$ cat config.mk
export PLATFORM = sky130hd
export DESIGN_NAME = adder_operand_sequencer_flat
export DESIGN_NICKNAME = d
export VERILOG_FILES = /design/src/rtl/adder_operand_sequencer_pkg.sv /design/src/rtl/adder_operand_sequencer_if.sv /design/src/rtl/adder_operand_sequencer_key_sync.sv /design/src/rtl/adder_operand_sequencer.sv /design/src/flat_wrapper.sv
export SDC_FILE = /design/constraint.sdc
export NUM_CORES = 1
export LEC_CHECK = 0
export CORE_ASPECT_RATIO = 1.25
export CORE_UTILIZATION = 31
export CTS_BUF_LIST = sky130_fd_sc_hd__clkbuf_8
export CTS_CLUSTER_DIAMETER = 100
export DETAILED_ROUTE_END_ITERATION = 8
export PLACE_DENSITY_LB_ADDON = 0.08
export REMOVE_ABC_BUFFERS = 1
export SYNTH_ARGS = -nofsm -noshare
export SYNTH_HDL_FRONTEND = slang
export SYNTH_HIERARCHICAL = 1
export SYNTH_SLANG_ARGS = --single-unit
$ cat constraint.sdc
create_clock -name clk -period 4.2 [get_ports clk]
set_clock_uncertainty 0.2 [all_clocks]
set_input_delay 0.63 -clock clk [delete_from_list [all_inputs] [get_ports clk]]
set_output_delay 0.63 -clock clk [all_outputs]
set_load 0.005 [all_outputs]
$ cat src/rtl/adder_operand_sequencer_pkg.sv
// Purpose: shared types and defaults for the adder operand sequencer slice.
// Latency: n/a (declarations only).
// Backpressure: n/a.
package adder_operand_sequencer_pkg;

    localparam int DEF_WIDTH         = 4;
    localparam int DEF_SETTLE_CYCLES = 2;

    // The encoding is visible on the debug LEDs, so the values are fixed.
    typedef enum logic [1:0] {
        S_A      = 2'd0,
        S_B      = 2'd1,
        S_SETTLE = 2'd2,
        S_DONE   = 2'd3
    } seq_state_t;

endpackage

$ cat src/rtl/adder_operand_sequencer_if.sv
// Purpose: bundles the switch/key inputs, the adder operand/sum bus and the LED outputs.
// Latency: n/a (wires only).
// Backpressure: none; busy only tells the operator that load presses are being dropped.
// Ports: master = operator + adder side (drives data_in, cin_in, load, clear, acc_mode, sum_in)
//        slave  = sequencer side (drives operand_bus, result, result_valid, busy, state)
interface adder_operand_sequencer_if
    import adder_operand_sequencer_pkg::*;
#(
    parameter int WIDTH = DEF_WIDTH
);
    logic [WIDTH-1:0] data_in;
    logic             cin_in;
    logic             load;
    logic             clear;
    logic             acc_mode;
    logic [2*WIDTH:0] operand_bus;
    logic [WIDTH:0]   sum_in;
    logic [WIDTH:0]   result;
    logic             result_valid;
    logic             busy;
    logic [1:0]       state;

    modport master (
        output data_in, cin_in, load, clear, acc_mode, sum_in,
        input  operand_bus, result, result_valid, busy, state
    );

    modport slave (
        input  data_in, cin_in, load, clear, acc_mode, sum_in,
        output operand_bus, result, result_valid, busy, state
    );
endinterface

$ cat src/rtl/adder_operand_sequencer_key_sync.sv
// Purpose: key_sync_edge - 2-flop synchroniser plus rising-edge detect for a raw key input.
// Latency: pulse_out is high for one cycle, seen by the third clock edge after async_in rises.
// Backpressure: none; a level held high gives exactly one pulse.
// Ports: clk, resetn (async active-low), async_in (raw key), pulse_out (one-cycle pulse).
module key_sync_edge (
    input  logic clk,
    input  logic resetn,
    input  logic async_in,
    output logic pulse_out
);
    logic sync_1;
    logic sync_2;
    logic sync_prev;

    always_ff @(posedge clk or negedge resetn) begin
        if (!resetn) begin
            sync_1    <= 1'b0;
            sync_2    <= 1'b0;
            sync_prev <= 1'b0;
        end else begin
            sync_1    <= async_in;
            sync_2    <= sync_1;
            sync_prev <= sync_2;
        end
    end

    assign pulse_out = sync_2 & ~sync_prev;
endmodule

$ cat src/rtl/adder_operand_sequencer.sv
// Purpose: captures A/cin and B from switches on load presses, drives the ripple adder,
//          waits SETTLE_CYCLES, then registers and holds the sum; optional accumulate mode.
// Latency: B captured on load pulse in cycle t; result_valid from cycle t+SETTLE_CYCLES+1.
// Backpressure: load pulses arriving while busy (S_SETTLE) are dropped, never queued.
// Ports: clk, resetn (async active-low), bus (slave modport of adder_operand_sequencer_if).
module adder_operand_sequencer
    import adder_operand_sequencer_pkg::*;
#(
    parameter int WIDTH         = DEF_WIDTH,
    parameter int SETTLE_CYCLES = DEF_SETTLE_CYCLES
)(
    input  logic                        clk,
    input  logic                        resetn,
    adder_operand_sequencer_if.slave    bus
);
    localparam int                CNT_W      = $clog2(SETTLE_CYCLES + 1);
    localparam logic [CNT_W-1:0]  CNT_RELOAD = CNT_W'(SETTLE_CYCLES - 1);

    seq_state_t       state_q;
    seq_state_t       state_nxt;
    logic [WIDTH-1:0] a_reg;
    logic [WIDTH-1:0] b_reg;
    logic             cin_reg;
    logic [WIDTH:0]   result_reg;
    logic             result_vld;
    logic [CNT_W-1:0] cnt;
    logic             load_pulse;

    // Per-cycle control strobes decoded from the state
    logic cap_a;
    logic cap_b;
    logic acc_ld;
    logic leave_done;
    logic settle_done;

    key_sync_edge u_load_sync (
        .clk       (clk),
        .resetn    (resetn),
        .async_in  (bus.load),
        .pulse_out (load_pulse)
    );

    // State register
    always_ff @(posedge clk or negedge resetn) begin
        if (!resetn) begin
            state_q <= S_A;
        end else begin
            state_q <= state_nxt;
        end
    end

    // Next-state logic; clear wins over any simultaneous load pulse
    always_comb begin
        state_nxt = state_q;
        if (bus.clear) begin
            state_nxt = S_A;
        end else begin
            case (state_q)
                S_A:      if (load_pulse) state_nxt = S_B;
                S_B:      if (load_pulse) state_nxt = S_SETTLE;
                S_SETTLE: if (cnt == '0)  state_nxt = S_DONE;
                S_DONE:   if (load_pulse) state_nxt = bus.acc_mode ? S_SETTLE : S_B;
                default:  state_nxt = S_A;
            endcase
        end
    end

    // Output / strobe decode
    always_comb begin
        cap_a       = 1'b0;
        cap_b       = 1'b0;
        acc_ld      = 1'b0;
        leave_done  = 1'b0;
        settle_done = 1'b0;
        if (!bus.clear) begin
            case (state_q)
                S_A:      cap_a = load_pulse;
                S_B:      cap_b = load_pulse;
                S_SETTLE: settle_done = (cnt == '0);
                S_DONE: begin
                    leave_done = load_pulse;
                    acc_ld     = load_pulse & bus.acc_mode;
                    cap_a      = load_pulse & ~bus.acc_mode;
                end
                default: ;
            endcase
        end
    end

    // Operand, counter and result registers
    always_ff @(posedge clk or negedge resetn) begin
        if (!resetn) begin
            a_reg      <= '0;
            b_reg      <= '0;
            cin_reg    <= 1'b0;
            cnt        <= '0;
            result_reg <= '0;
            result_vld <= 1'b0;
        end else if (bus.clear) begin
            // The held result is kept so an aborted add leaves the LEDs unchanged.
            a_reg      <= '0;
            b_reg      <= '0;
            cin_reg    <= 1'b0;
            cnt        <= '0;
            result_vld <= 1'b0;
        end else begin
            if (cap_a) begin
                a_reg   <= bus.data_in;
                cin_reg <= bus.cin_in;
            end
            if (cap_b) begin
                b_reg <= bus.data_in;
                cnt   <= CNT_RELOAD;
            end
            if (acc_ld) begin
                // Chain the previous sum back in: low bits become A, carry-out becomes cin.
                a_reg   <= result_reg[WIDTH-1:0];
                cin_reg <= result_reg[WIDTH];
                b_reg   <= bus.data_in;
                cnt     <= CNT_RELOAD;
            end
            if (leave_done) begin
                result_vld <= 1'b0;
            end
            if (state_q == S_SETTLE && cnt != '0) begin
                cnt <= cnt - 1'b1;
            end
            if (settle_done) begin
                result_reg <= bus.sum_in;
                result_vld <= 1'b1;
            end
        end
    end

    assign bus.operand_bus  = {cin_reg, a_reg, b_reg};
    assign bus.result       = result_reg;
    assign bus.result_valid = result_vld;
    assign bus.busy         = (state_q == S_SETTLE);
    assign bus.state        = state_q;
endmodule

$ cat src/flat_wrapper.sv
// flat-port wrapper written by rule: the top's interface ports become plain ports
module adder_operand_sequencer_flat import adder_operand_sequencer_pkg::*;
#(
    parameter int WIDTH         = DEF_WIDTH,
    parameter int SETTLE_CYCLES = DEF_SETTLE_CYCLES
)
  (clk, resetn, bus_data_in, bus_cin_in, bus_load, bus_clear, bus_acc_mode, bus_sum_in, bus_operand_bus, bus_result, bus_result_valid, bus_busy, bus_state);
  adder_operand_sequencer_if #(.WIDTH(WIDTH)) bus_i ();
  input  logic clk;
  input  logic resetn;
  input wire logic [$bits(bus_i.data_in)-1:0] bus_data_in;
  input wire logic [$bits(bus_i.cin_in)-1:0] bus_cin_in;
  input wire logic [$bits(bus_i.load)-1:0] bus_load;
  input wire logic [$bits(bus_i.clear)-1:0] bus_clear;
  input wire logic [$bits(bus_i.acc_mode)-1:0] bus_acc_mode;
  input wire logic [$bits(bus_i.sum_in)-1:0] bus_sum_in;
  output wire logic [$bits(bus_i.operand_bus)-1:0] bus_operand_bus;
  output wire logic [$bits(bus_i.result)-1:0] bus_result;
  output wire logic [$bits(bus_i.result_valid)-1:0] bus_result_valid;
  output wire logic [$bits(bus_i.busy)-1:0] bus_busy;
  output wire logic [$bits(bus_i.state)-1:0] bus_state;
  assign bus_i.data_in = bus_data_in;
  assign bus_i.cin_in = bus_cin_in;
  assign bus_i.load = bus_load;
  assign bus_i.clear = bus_clear;
  assign bus_i.acc_mode = bus_acc_mode;
  assign bus_i.sum_in = bus_sum_in;
  assign bus_operand_bus = bus_i.operand_bus;
  assign bus_result = bus_i.result;
  assign bus_result_valid = bus_i.result_valid;
  assign bus_busy = bus_i.busy;
  assign bus_state = bus_i.state;
  adder_operand_sequencer #(.WIDTH(WIDTH), .SETTLE_CYCLES(SETTLE_CYCLES)) u_core (.clk(clk), .resetn(resetn), .bus(bus_i));
endmodule
# ---- Word level (Yosys, flattened, before mapping)
# Cells that the tools add are included.
dict set report word_totals {
  in_bits 15
  regBits 22
  out_inout_bits 18
}
dict set report op_classes {
  bitwise 6
  n_addsub 1
  n_eq_ne 7
  n_mux 33
  reduce_logical 10
}
# op n
set ops {}
lappend ops {{4-bit 2-to-1 mux} 6}
lappend ops {{2-bit 2-to-1 mux} 10}
lappend ops {{1-bit 2-to-1 mux} 15}
lappend ops {{3-bit by 2-bit inequality test with 1-bit output (second input constant)} 4}
lappend ops {{3-bit nonzero test} 3}
lappend ops {{2-bit case mux with 4 select lines} 1}
lappend ops {{2-bit equality test (second input constant)} 2}
lappend ops {{2-bit logical NOT} 2}
lappend ops {{4-bit AND reduction} 1}
lappend ops {{4-bit nonzero test} 1}
lappend ops {{1-bit AND} 3}
lappend ops {{1-bit NOT} 3}
lappend ops {{2-bit by 1-bit equality test with 1-bit output (second input constant)} 1}
lappend ops {{1-bit case mux with 2 select lines} 1}
lappend ops {{2-bit AND reduction} 1}
lappend ops {{2-bit nonzero test} 1}
lappend ops {{2-bit by 1-bit subtractor with 2-bit output (second input constant)} 1}
lappend ops {{1-bit logical AND} 1}

# ---- Logic depth before layout (Yosys ltp)
# Gate-level depths: netlist of run 1.
dict set report logic_depth {
  ltp_word 8
  depth_mapped 6
}

# ---- By module
# The synthesis of run 1 kept the hierarchy.
# mod cells_each area_each_um2 instances
set modules_own_cells {}
lappend modules_own_cells {adder_operand_sequencer 92 1014.7 1}
lappend modules_own_cells {key_sync_edge 4 88.8 1}

# ---- Worst setup path after synthesis of run 1
# No wires, ideal clock.
dict set report synth_path {
  path_type {register -> register}
  startpoint {reg u_core.state_q[0] (netlist: u_core/bus.state[0])}
  endpoint {reg u_core.state_q[0] (netlist: u_core/bus.state[0])}
  required_ns 3.879
  stages_incl_launch_ff 7
  n_path_buf 0
  setup_ns 0.121
  t_arrival_ns 1.417
  slack_ns 2.462
  path_cell_list {dfrtp_1 -> inv_1 -> ha_1 -> nor3_1 -> nor3_1 -> or2_1 -> a22o_1}
}
dict set report synth_between {
  elab_chain_len 3
  elab_cells_between_ends 11
  cone_classes {eq/ne: 7; mux: 2; reduce/logical: 2}
}
# item line
set synth_lines {}
lappend synth_lines {{start: declaration} adder_operand_sequencer.sv:19} ;# seq_state_t state_q;
lappend synth_lines {{start signal: assignment} adder_operand_sequencer.sv:48} ;# state_q <= state_nxt;
lappend synth_lines {{2-bit equality test (tied with other cells)} adder_operand_sequencer.sv:58} ;# case (state_q)
lappend synth_lines {{3-bit by 2-bit inequality test with 1-bit output (no source line) / 2-bit case mux with 4 select lines (equally long branches)} n/a}
lappend synth_lines {{4-bit AND reduction (no source line) / 2-bit 2-to-1 mux (equally long branches)} n/a}
# Parallel ways exist; a longest one is shown, timed or not.
# A chain may end at the register's enable or synchronous reset.

# ---- Final worst setup path of run 1
dict set report layout_path {
  startpoint {reg u_core.state_q[0] (netlist: u_core/bus.state[0])}
  endpoint {out bus_busy}
}
dict set report layout_between {
  elab_chain_len 1
}
# item line
set layout_lines {}
lappend layout_lines {{2-bit equality test} adder_operand_sequencer.sv:138} ;# assign bus.busy = (state_q == S_SETTLE);
lappend layout_lines {{end: declaration} flat_wrapper.sv:20} ;# output wire logic [$bits(bus_i.busy)-1:0] bus_busy;
# No other way between the ends.

==> results.json, run 1 <==
{
  "die_x_um": 55.37,
  "synthMuxAreaShare_pct": 9.637,
  "ios": 33,
  "firstDrtPassIters": 2,
  "netlist_area_um2": 1104,
  "path_class": "flop to primary output",
  "final_common_cell": "clkdlybuf4s50_1",
  "max_cap_viol_count": 0,
  "fin_crit_sh_pct": 60.65,
  "synth-compound-area-share_pct": 13.27,
  "ctsRootBufferMaster": "clkbuf_8",
  "fillers": 324,
  "hold_class": "flop to flop",
  "synth.ff_latch_count": 22,
  "cts_hold_buf": 0,
  "ys_top_cells_by_area": "dfrtp_1 50%, ha_1 6.8%, mux2_2 5.1%, mux2i_1 4.5%, a211oi_1 3.4%",
  "die-area_um2": 3804,
  "synth_top_family_by_area": "simple AND/OR/NAND/NOR gates",
  "synth_edf_count": 0,
  "hold_ws_ns": 0.1591,
  "worst_setup_path_end_kind": "primary output",
  "worstMarginPinSlew_ns": 0.9681,
  "final_cell_mix": "32 x clkdlybuf4s50_1, 22 x dfrtp_1, 7 x nor2_1",
  "grt_max_degree": 23,
  "max_stage_delay_ns": 0.55,
  "cp-start-kind": "flop",
  "yosysUniqueCellTypes": 31,
  "viasPerCell": 4.777,
  "ys_async_sr_fraction_pct": 100.0,
  "post_cts_buffers": 0,
  "setup_viol": 0,
  "regArea_um2": 550.5,
  "grt_pass1_vias": 827,
  "layout-drive-gt1-share_pct": 11.63,
  "largest_reg_flops": 5,
  "fmax_mhz": 392.6,
  "grt_overflow_total": 0,
  "grt_pass1_wl_mm": 3.857,
  "clkSinkCount": 22,
  "required_ns": 3.37,
  "synth-adder-area-share_pct": 6.803,
  "num_vias": 793,
  "start_util_pct": 33.35,
  "synth_warnings": 6,
  "clk-insertion-delay-late_ns": 0.26,
  "fp-row-count": 23,
  "final_cell_area_um2": 1503,
  "period_minus_slack_ns": 2.547,
  "ir_worst_vdd_mv": 0.2212,
  "clockBufferDepth": 2,
  "cp.arrival_ns": 1.72,
  "wl_per_cell_um": 13.70,
  "tns_ns": 0,
  "clk_pin_slew_ns": 0.08,
  "ys.flop_type": "dfrtp_1",
  "place_congestion": 0.7226,
  "dp_hpwl_mm": 1.682,
  "syn_inst": 96,
  "track_usage_pct": 13.45,
  "cp_max_fo": 7,
  "tritoncts": "yes",
  "finalMaxSlewViolations": 0,
  "core_um2": 3309,
  "ctsHtreeMaxLevel": 1,
  "synth_top_cell_by_area": "dfrtp_1",
  "netlist.area_leader.share_pct": 49.89,
  "power.total_mw": 0.7557,
  "drc": 0,
  "slowest_stage": "clkdlybuf4s50_1",
  "final_net_count": 151,
  "p_leak_nw": 0.6882,
  "synth-simple-area-share_pct": 17.01,
  "power_density_nw_per_um2": 502.9,
  "die_y_um": 68.71,
  "maxSlewHeadroom_pct": 35.26,
  "drtIter0Drc": 17,
  "multi_input_comb_area_um2": 515.5,
  "cp_cell_sequence": "inv_1 > ha_1 > clkdlybuf4s50_1",
  "wirelength_mm": 2.275,
  "rsz0062_at_grt": "no",
  "detail-route-antenna-nets": 0,
  "cts_resized": 0,
  "synth-xor-area-share_pct": 0,
  "dpl_cell_area_um2": 1448,
  "status": "complete, no violations",
  "syn2layout_area_growth_pct": 36.17,
  "seq_area_frac_synth_pct": 49.89,
  "hold_viol": 0,
  "antenna_found_initial": 0,
  "io_buffers": 32,
  "antennaDiodeCount": 0,
  "cts_made_buffers": 3,
  "avgSynthCellArea_um2": 11.50
}
-- critical path, delay by kind of cell, from the launching register on --
family                     cells  cell delay, ns
buffers and inverters          2            0.69
DFF                            1            0.47
adders and majority gates      1            0.30
-- power by group --
part	switching [mW]	internal, mW
Combinational	0.116	0.180
Sequential	0.0466	0.261
Clock	0.0683	0.0836
-- cell type report --
cell class                 count  area share, %
inverter                       4         0.9992
sequential                    22          36.64
clock buffer                   4          3.664
multi-input combinational     67          34.30
timing repair buffer          32          21.32
tap                           37          3.081
-- layer usage --
metal  up-vias  part of all wire [%]  wire, um  global-route usage (%)
met2        25                    47      1075                   22.74
li1        398                     -         -                       -
met4         0                   2.1        48                   7.500
met3         5                   5.3       120                   3.172
met5         -                     0         0                       0
met1       365                    45      1031                   15.99
-- through the flow --
stage          utilization, %  cells  worst slack (ns)
4_1_cts                 45.41    166             1.623
6_report                45.41    166             1.653
3_3_place_gp            43.74    162             1.695
2_1_floorplan               -     93             2.462
5_1_grt                 45.41    166             1.542
3_5_place_dp            43.74    162             1.611
-- cells by family (layout without fill, tap and decap cells) --
group,after synthesis,count (layout)
AOI/OAI and AO/OA,20,20
adders and majority gates,6,6
muxes,10,10
DFF,22,22
and+or+nand+nor,31,31
buffers and inverters,7,40
-- Yosys cell counts, types with 2 or more instances --
cell type / count
dfrtp_1: 22
nor2_1: 7
ha_1: 6
nand2_1: 6
a211oi_1: 5
mux2_2: 5
mux2i_1: 5
nand2b_1: 5
inv_1: 4
buf_4: 3
nor3_1: 3
o21ai_0: 3
a21o_1: 2
a21oi_1: 2
a22o_1: 2
-- final timing paths --
check	from	endpoint	slack, ns	cells past startpoint
min in group asynchronous	resetn	u_core/cnt[0]	0.70	1
max in group asynchronous	resetn	u_core/a_reg[3]	2.51	1
max	u_core/bus.state[0]	bus_busy	1.65	3
min reg2reg	u_core/u_load_sync/sync_1	u_core/u_load_sync/sync_2	0.16	0
max reg2reg	u_core/bus.state[0]	u_core/bus.state[0]	2.26	6
min	u_core/u_load_sync/sync_1	u_core/u_load_sync/sync_2	0.16	0
No activity file was read; power rests on OpenSTA's default activity.
==> inputs of run 2 (changes only) <==
==> constraint.sdc (replaced) <==
create_clock -name clk -period 2.4 [get_ports clk]
set_clock_uncertainty 0.2 [all_clocks]
set_input_delay 0.36 -clock clk [delete_from_list [all_inputs] [get_ports clk]]
set_output_delay 0.36 -clock clk [all_outputs]
set_load 0.005 [all_outputs]
==> run 2 against run 1 <==
  * Via count is 3.5% higher
  * Design area up 1.0%
  * Clock power is 73% higher
  * Critical path depth did not move
  * Combinational power increased by 77%
  * Worst hold slack got worse by 0.0029 ns
  * Global-route usage is 1.0 points lower
  * Setup slack lost 1.5 ns
  * First-iteration DRC count fell by 18%
  * Final cell count increased by 1.2%
  * Sequential cell count unchanged
  * Sequential share of layout area is 0.36 points lower
  * Highest routed layer unchanged
==> results.json, run 2 (synthesized netlist as in run 1, its figures left out) <==
{
  "clk_pin_slew_ns": 0.08,
  "worstMarginPinSlew_ns": 0.3943,
  "ctsHtreeMaxLevel": 1,
  "tns_ns": 0,
  "ir_worst_vdd_mv": 0.3780,
  "hold_class": "flop to flop",
  "layout-drive-gt1-share_pct": 12.98,
  "fillers": 328,
  "post-place-ws_ns": 0.3308,
  "cts_hold_buf": 0,
  "ctsRootBufferMaster": "clkbuf_8",
  "antenna_found_initial": 0,
  "cts_resized": 0,
  "required_ns": 1.84,
  "hold_start": "u_core/u_load_sync/sync_1",
  "max_cap_viol_count": 0,
  "rsz0062_at_grt": "no",
  "wl_per_cell_um": 13.57,
  "detail-route-antenna-nets": 0,
  "die_y_um": 68.71,
  "power_density_nw_per_um2": 870.1,
  "grt_pass1_vias": 809,
  "grt_max_degree": 23,
  "num_vias": 821,
  "dp_hpwl_mm": 1.692,
  "setup_viol": 0,
  "largest_reg_flops": 5,
  "start_util_pct": 33.35,
  "place_congestion": 0.7331,
  "clk-insertion-delay-late_ns": 0.26,
  "hold_depth": 0,
  "antennaDiodeCount": 0,
  "fp-row-count": 23,
  "p_leak_nw": 0.6978,
  "viasPerCell": 4.887,
  "grt_overflow_total": 0,
  "syn2layout_area_growth_pct": 37.53,
  "finalMaxSlewViolations": 0,
  "io_buffers": 32,
  "status": "complete, no violations",
  "ios": 33,
  "grt_pass1_wl_mm": 3.622,
  "hold_viol": 0,
  "period_minus_slack_ns": 2.256,
  "layout_setup_ws_ns": 0.1438,
  "cp_max_fo": 7,
  "firstDrtPassIters": 4,
  "die_x_um": 55.37,
  "worst_setup_path_end_kind": "primary output",
  "clkSinkCount": 22,
  "final_common_cell": "clkdlybuf4s50_1",
  "drc": 0,
  "tritoncts": "yes",
  "worstRegToRegCells": 6,
  "cts_made_buffers": 3,
  "fmax_mhz": 443.2,
  "wirelength_mm": 2.279,
  "fin_crit_sh_pct": 94.01,
  "power.total_mw": 1.321,
  "core_um2": 3309,
  "final_net_count": 153,
  "cp-start-kind": "flop",
  "maxSlewHeadroom_pct": 73.57,
  "r2r-start": "u_core/bus.state[0]",
  "regToRegSetupSlack_ns": 0.47,
  "die-area_um2": 3804,
  "rr_endpoint": "u_core/bus.state[0]",
  "clockBufferDepth": 2,
  "cp.arrival_ns": 1.70,
  "track_usage_pct": 12.42,
  "path_class": "flop to primary output",
  "final_cell_mix": "32 x clkdlybuf4s50_1, 22 x dfrtp_1, 7 x nor2_1",
  "holdPathEnd": "u_core/u_load_sync/sync_2",
  "drtIter0Drc": 14,
  "post_cts_buffers": 0
}
==> run 2: changes by cell type in the layout (fill, tap and decap cells not counted) <==
cell / previous run / this run
buf_4: 0 / 2
==> run 2: cell type report <==
type / instances / area [um2] / share of cell area (%)
multi-input combinational: 67 / 515.5 / 33.97
sequential: 22 / 550.5 / 36.27
timing repair buffer: 34 / 335.3 / 22.09
inverter: 4 / 15.01 / 0.9893
clock buffer: 4 / 55.05 / 3.627
tap: 37 / 46.29 / 3.050
==> run 2: through the flow <==
step	cell area [um2]	hold WS, ns	util, %	cells
2_1_floorplan	1081	-0.1356	-	93
3_3_place_gp	1463	0.1334	44.20	164
3_5_place_dp	1463	0.1426	44.20	164
4_1_cts	1518	0.1619	45.86	168
5_1_grt	1518	0.1710	45.86	168
6_report	1518	0.1562	45.86	168
==> run 2: worst max-delay path: stages (launching register included) <==
cell and delay, ns:
dfrtp_1 0.46, inv_1 0.13, ha_1 0.30, clkdlybuf4s50_1 0.55
==> run 2: worst max-delay path by stage <==
stage | cells past startpoint | to | slack [ns] | start
after floorplan | 6 | u_core/bus.state[0] | 0.66 | u_core/bus.state[0]
after global placement | 4 | u_core/cin_reg | 0.40 | bus_clear
after detailed placement | 3 | u_core/a_reg[1] | 0.33 | bus_clear
after CTS | 3 | bus_busy | 0.12 | u_core/bus.state[0]
after global routing | 3 | bus_busy | 0.03 | u_core/bus.state[0]
final | 3 | bus_busy | 0.14 | u_core/bus.state[0]
==> run 2: power breakdown <==
part	leakage, nW	switching (mW)	internal [mW]	total [mW]
Sequential	0.283	0.0781	0.457	0.535
Clock	0.0288	0.117	0.146	0.263
Combinational	0.386	0.206	0.316	0.523
==> run 2: per-layer routing <==
layer / track usage, % / up-vias / share of wire (%)
li1: - / 404 / -
met2: 20.78 / 30 / 47
met5: 0 / - / 0
met4: 5.625 / 0 / 1.5
met1: 15.50 / 383 / 46
met3: 2.799 / 4 / 5.7
==> inputs of run 3 (changes only) <==
--- a/config.mk
+++ b/config.mk
@@ -10,6 +10,7 @@
 export CTS_BUF_LIST = sky130_fd_sc_hd__clkbuf_8
 export CTS_CLUSTER_DIAMETER = 100
 export DETAILED_ROUTE_END_ITERATION = 8
+export GPL_TIMING_DRIVEN = 0
 export PLACE_DENSITY_LB_ADDON = 0.08
 export REMOVE_ABC_BUFFERS = 1
 export SYNTH_ARGS = -nofsm -noshare
==> run 3 against run 2 <==
  * Maximum frequency grew 0.19%
  * Die area is the same
  * Clock power shrank 15%
  * Register-to-register slack is essentially flat
  * Critical path type unchanged
  * Largest cell class unchanged
  * Largest power group unchanged
==> results.json, run 3 (synthesized netlist as in run 1, its figures left out) <==
{
  "finalMaxSlewViolations": 0,
  "largest_reg_flops": 5,
  "cts_made_buffers": 3,
  "cts_resized": 0,
  "place_congestion": 0.7961,
  "track_usage_pct": 12.78,
  "layout-drive-gt1-share_pct": 10.94,
  "cp.arrival_ns": 1.69,
  "wirelength_mm": 2.167,
  "cts_hold_buf": 0,
  "hold_viol": 0,
  "tns_ns": 0,
  "clockBufferDepth": 2,
  "num_vias": 800,
  "maxSlewHeadroom_pct": 34.43,
  "wl_per_cell_um": 13.13,
  "tritoncts": "yes",
  "path_class": "flop to primary output",
  "p_leak_nw": 0.6810,
  "pwr-share-comb_pct": 40.6,
  "syn2layout_area_growth_pct": 34.92,
  "cp-start-kind": "flop",
  "r2r-start": "u_core/bus.state[0]",
  "final_common_cell": "clkdlybuf4s50_1",
  "io_buffers": 32,
  "seq_power_share_pct": 41.8,
  "clkSinkCount": 22,
  "clk_pin_slew_ns": 0.08,
  "viasPerCell": 4.848,
  "p_int_mw": 0.8829,
  "required_ns": 1.84,
  "final_util_pct": 44.99,
  "fin_crit_sh_pct": 93.83,
  "fmax_mhz": 444.1,
  "power_density_nw_per_um2": 853.8,
  "stdcell_count": 165,
  "rsz0062_at_grt": "no",
  "setup_viol": 0,
  "ir_worst_vdd_mv": 0.4992,
  "final_net_count": 151,
  "setup.worst_path.start": "u_core/bus.state[0]",
  "hold_ws_ns": 0.1571,
  "worstMarginPinSlew_ns": 0.9805,
  "dp_hpwl_mm": 1.597,
  "grt_pass1_wl_mm": 3.801,
  "start_util_pct": 33.35,
  "grt_pass1_vias": 839,
  "detail-route-antenna-nets": 0,
  "ios": 33,
  "grt_overflow_total": 0,
  "firstDrtPassIters": 4,
  "switchingPower_mw": 0.3884,
  "power.total_mw": 1.271,
  "grt_max_degree": 23,
  "drtIter0Drc": 8,
  "pwr-share-clk_pct": 17.5,
  "die-area_um2": 3804,
  "swShare_pct": 30.55,
  "status": "complete, no violations",
  "die_x_um": 55.37,
  "final_cell_mix": "32 x clkdlybuf4s50_1, 22 x dfrtp_1, 7 x nor2_1",
  "fp-row-count": 23,
  "ctsHtreeMaxLevel": 1,
  "clk-insertion-delay-late_ns": 0.25,
  "die_y_um": 68.71,
  "post_cts_buffers": 0,
  "antenna_found_initial": 0,
  "cp_max_fo": 7,
  "worst_setup_path_end_kind": "primary output",
  "core_um2": 3309,
  "max_cap_viol_count": 0,
  "antennaDiodeCount": 0,
  "period_minus_slack_ns": 2.252,
  "hold_class": "flop to flop",
  "ctsRootBufferMaster": "clkbuf_8",
  "hold_start": "u_core/u_load_sync/sync_1",
  "drc": 0,
  "post-place-cells": 162
}
## run 3: cell count changes in the layout (fill, tap and decap cells not counted)
cell      change
clkbuf_8      -1
buf_4         -2
## run 3: cell type report
| cell class | count | area [um2] |
|---|---|---|
| fill | 323 | 1821 |
| multi-input combinational | 67 | 515.5 |
| timing repair buffer | 32 | 320.3 |
| sequential | 22 | 550.5 |
| inverter | 4 | 15.01 |
| tap | 37 | 46.29 |
| clock buffer | 3 | 41.29 |
## run 3: worst max-delay path, cell delays in order (launching register included)
cell	delay, ns
dfrtp_1	0.46
inv_1	0.14
ha_1	0.30
clkdlybuf4s50_1	0.54
## run 3: stage by stage
step | setup slack (ns) | cell area (um2)
2_1_floorplan | 0.6619 | 1081
3_3_place_gp | 0.09484 | 1448
3_5_place_dp | 0.007397 | 1448
4_1_cts | 0.1273 | 1489
5_1_grt | 0.02741 | 1489
6_report | 0.1480 | 1489
## run 3: routing by layer
metal | up-vias | share of wire, % | track usage (%)
met3 | 2 | 5.4 | 3.358
met1 | 376 | 46 | 14.77
met5 | - | 0 | 0
li1 | 400 | - | -
met2 | 22 | 48 | 23.04
met4 | 0 | 0.83 | 4.688
## run 3: power groups by stage
stage	Combinational [mW]	Sequential, mW	Clock [mW]
floorplan	0.267	0.536	0
global placement	0.515	0.539	0
finish	0.517	0.532	0.223
CTS	0.527	0.534	0.235
global route	0.572	0.550	0.247
detailed placement	0.523	0.540	0
## run 3: path summary, 6_finish.rpt
check / endpoint / slack (ns) / cells past startpoint
setup / recovery: bus_busy / 0.15 / 3
hold / removal: u_core/u_load_sync/sync_2 / 0.16 / 0
setup reg to reg: u_core/a_reg[2] / 0.48 / 6
hold reg to reg: u_core/u_load_sync/sync_2 / 0.16 / 0
max in group asynchronous: u_core/a_reg[0] / 0.96 / 1
min in group asynchronous: u_core/cnt[0] / 0.44 / 1
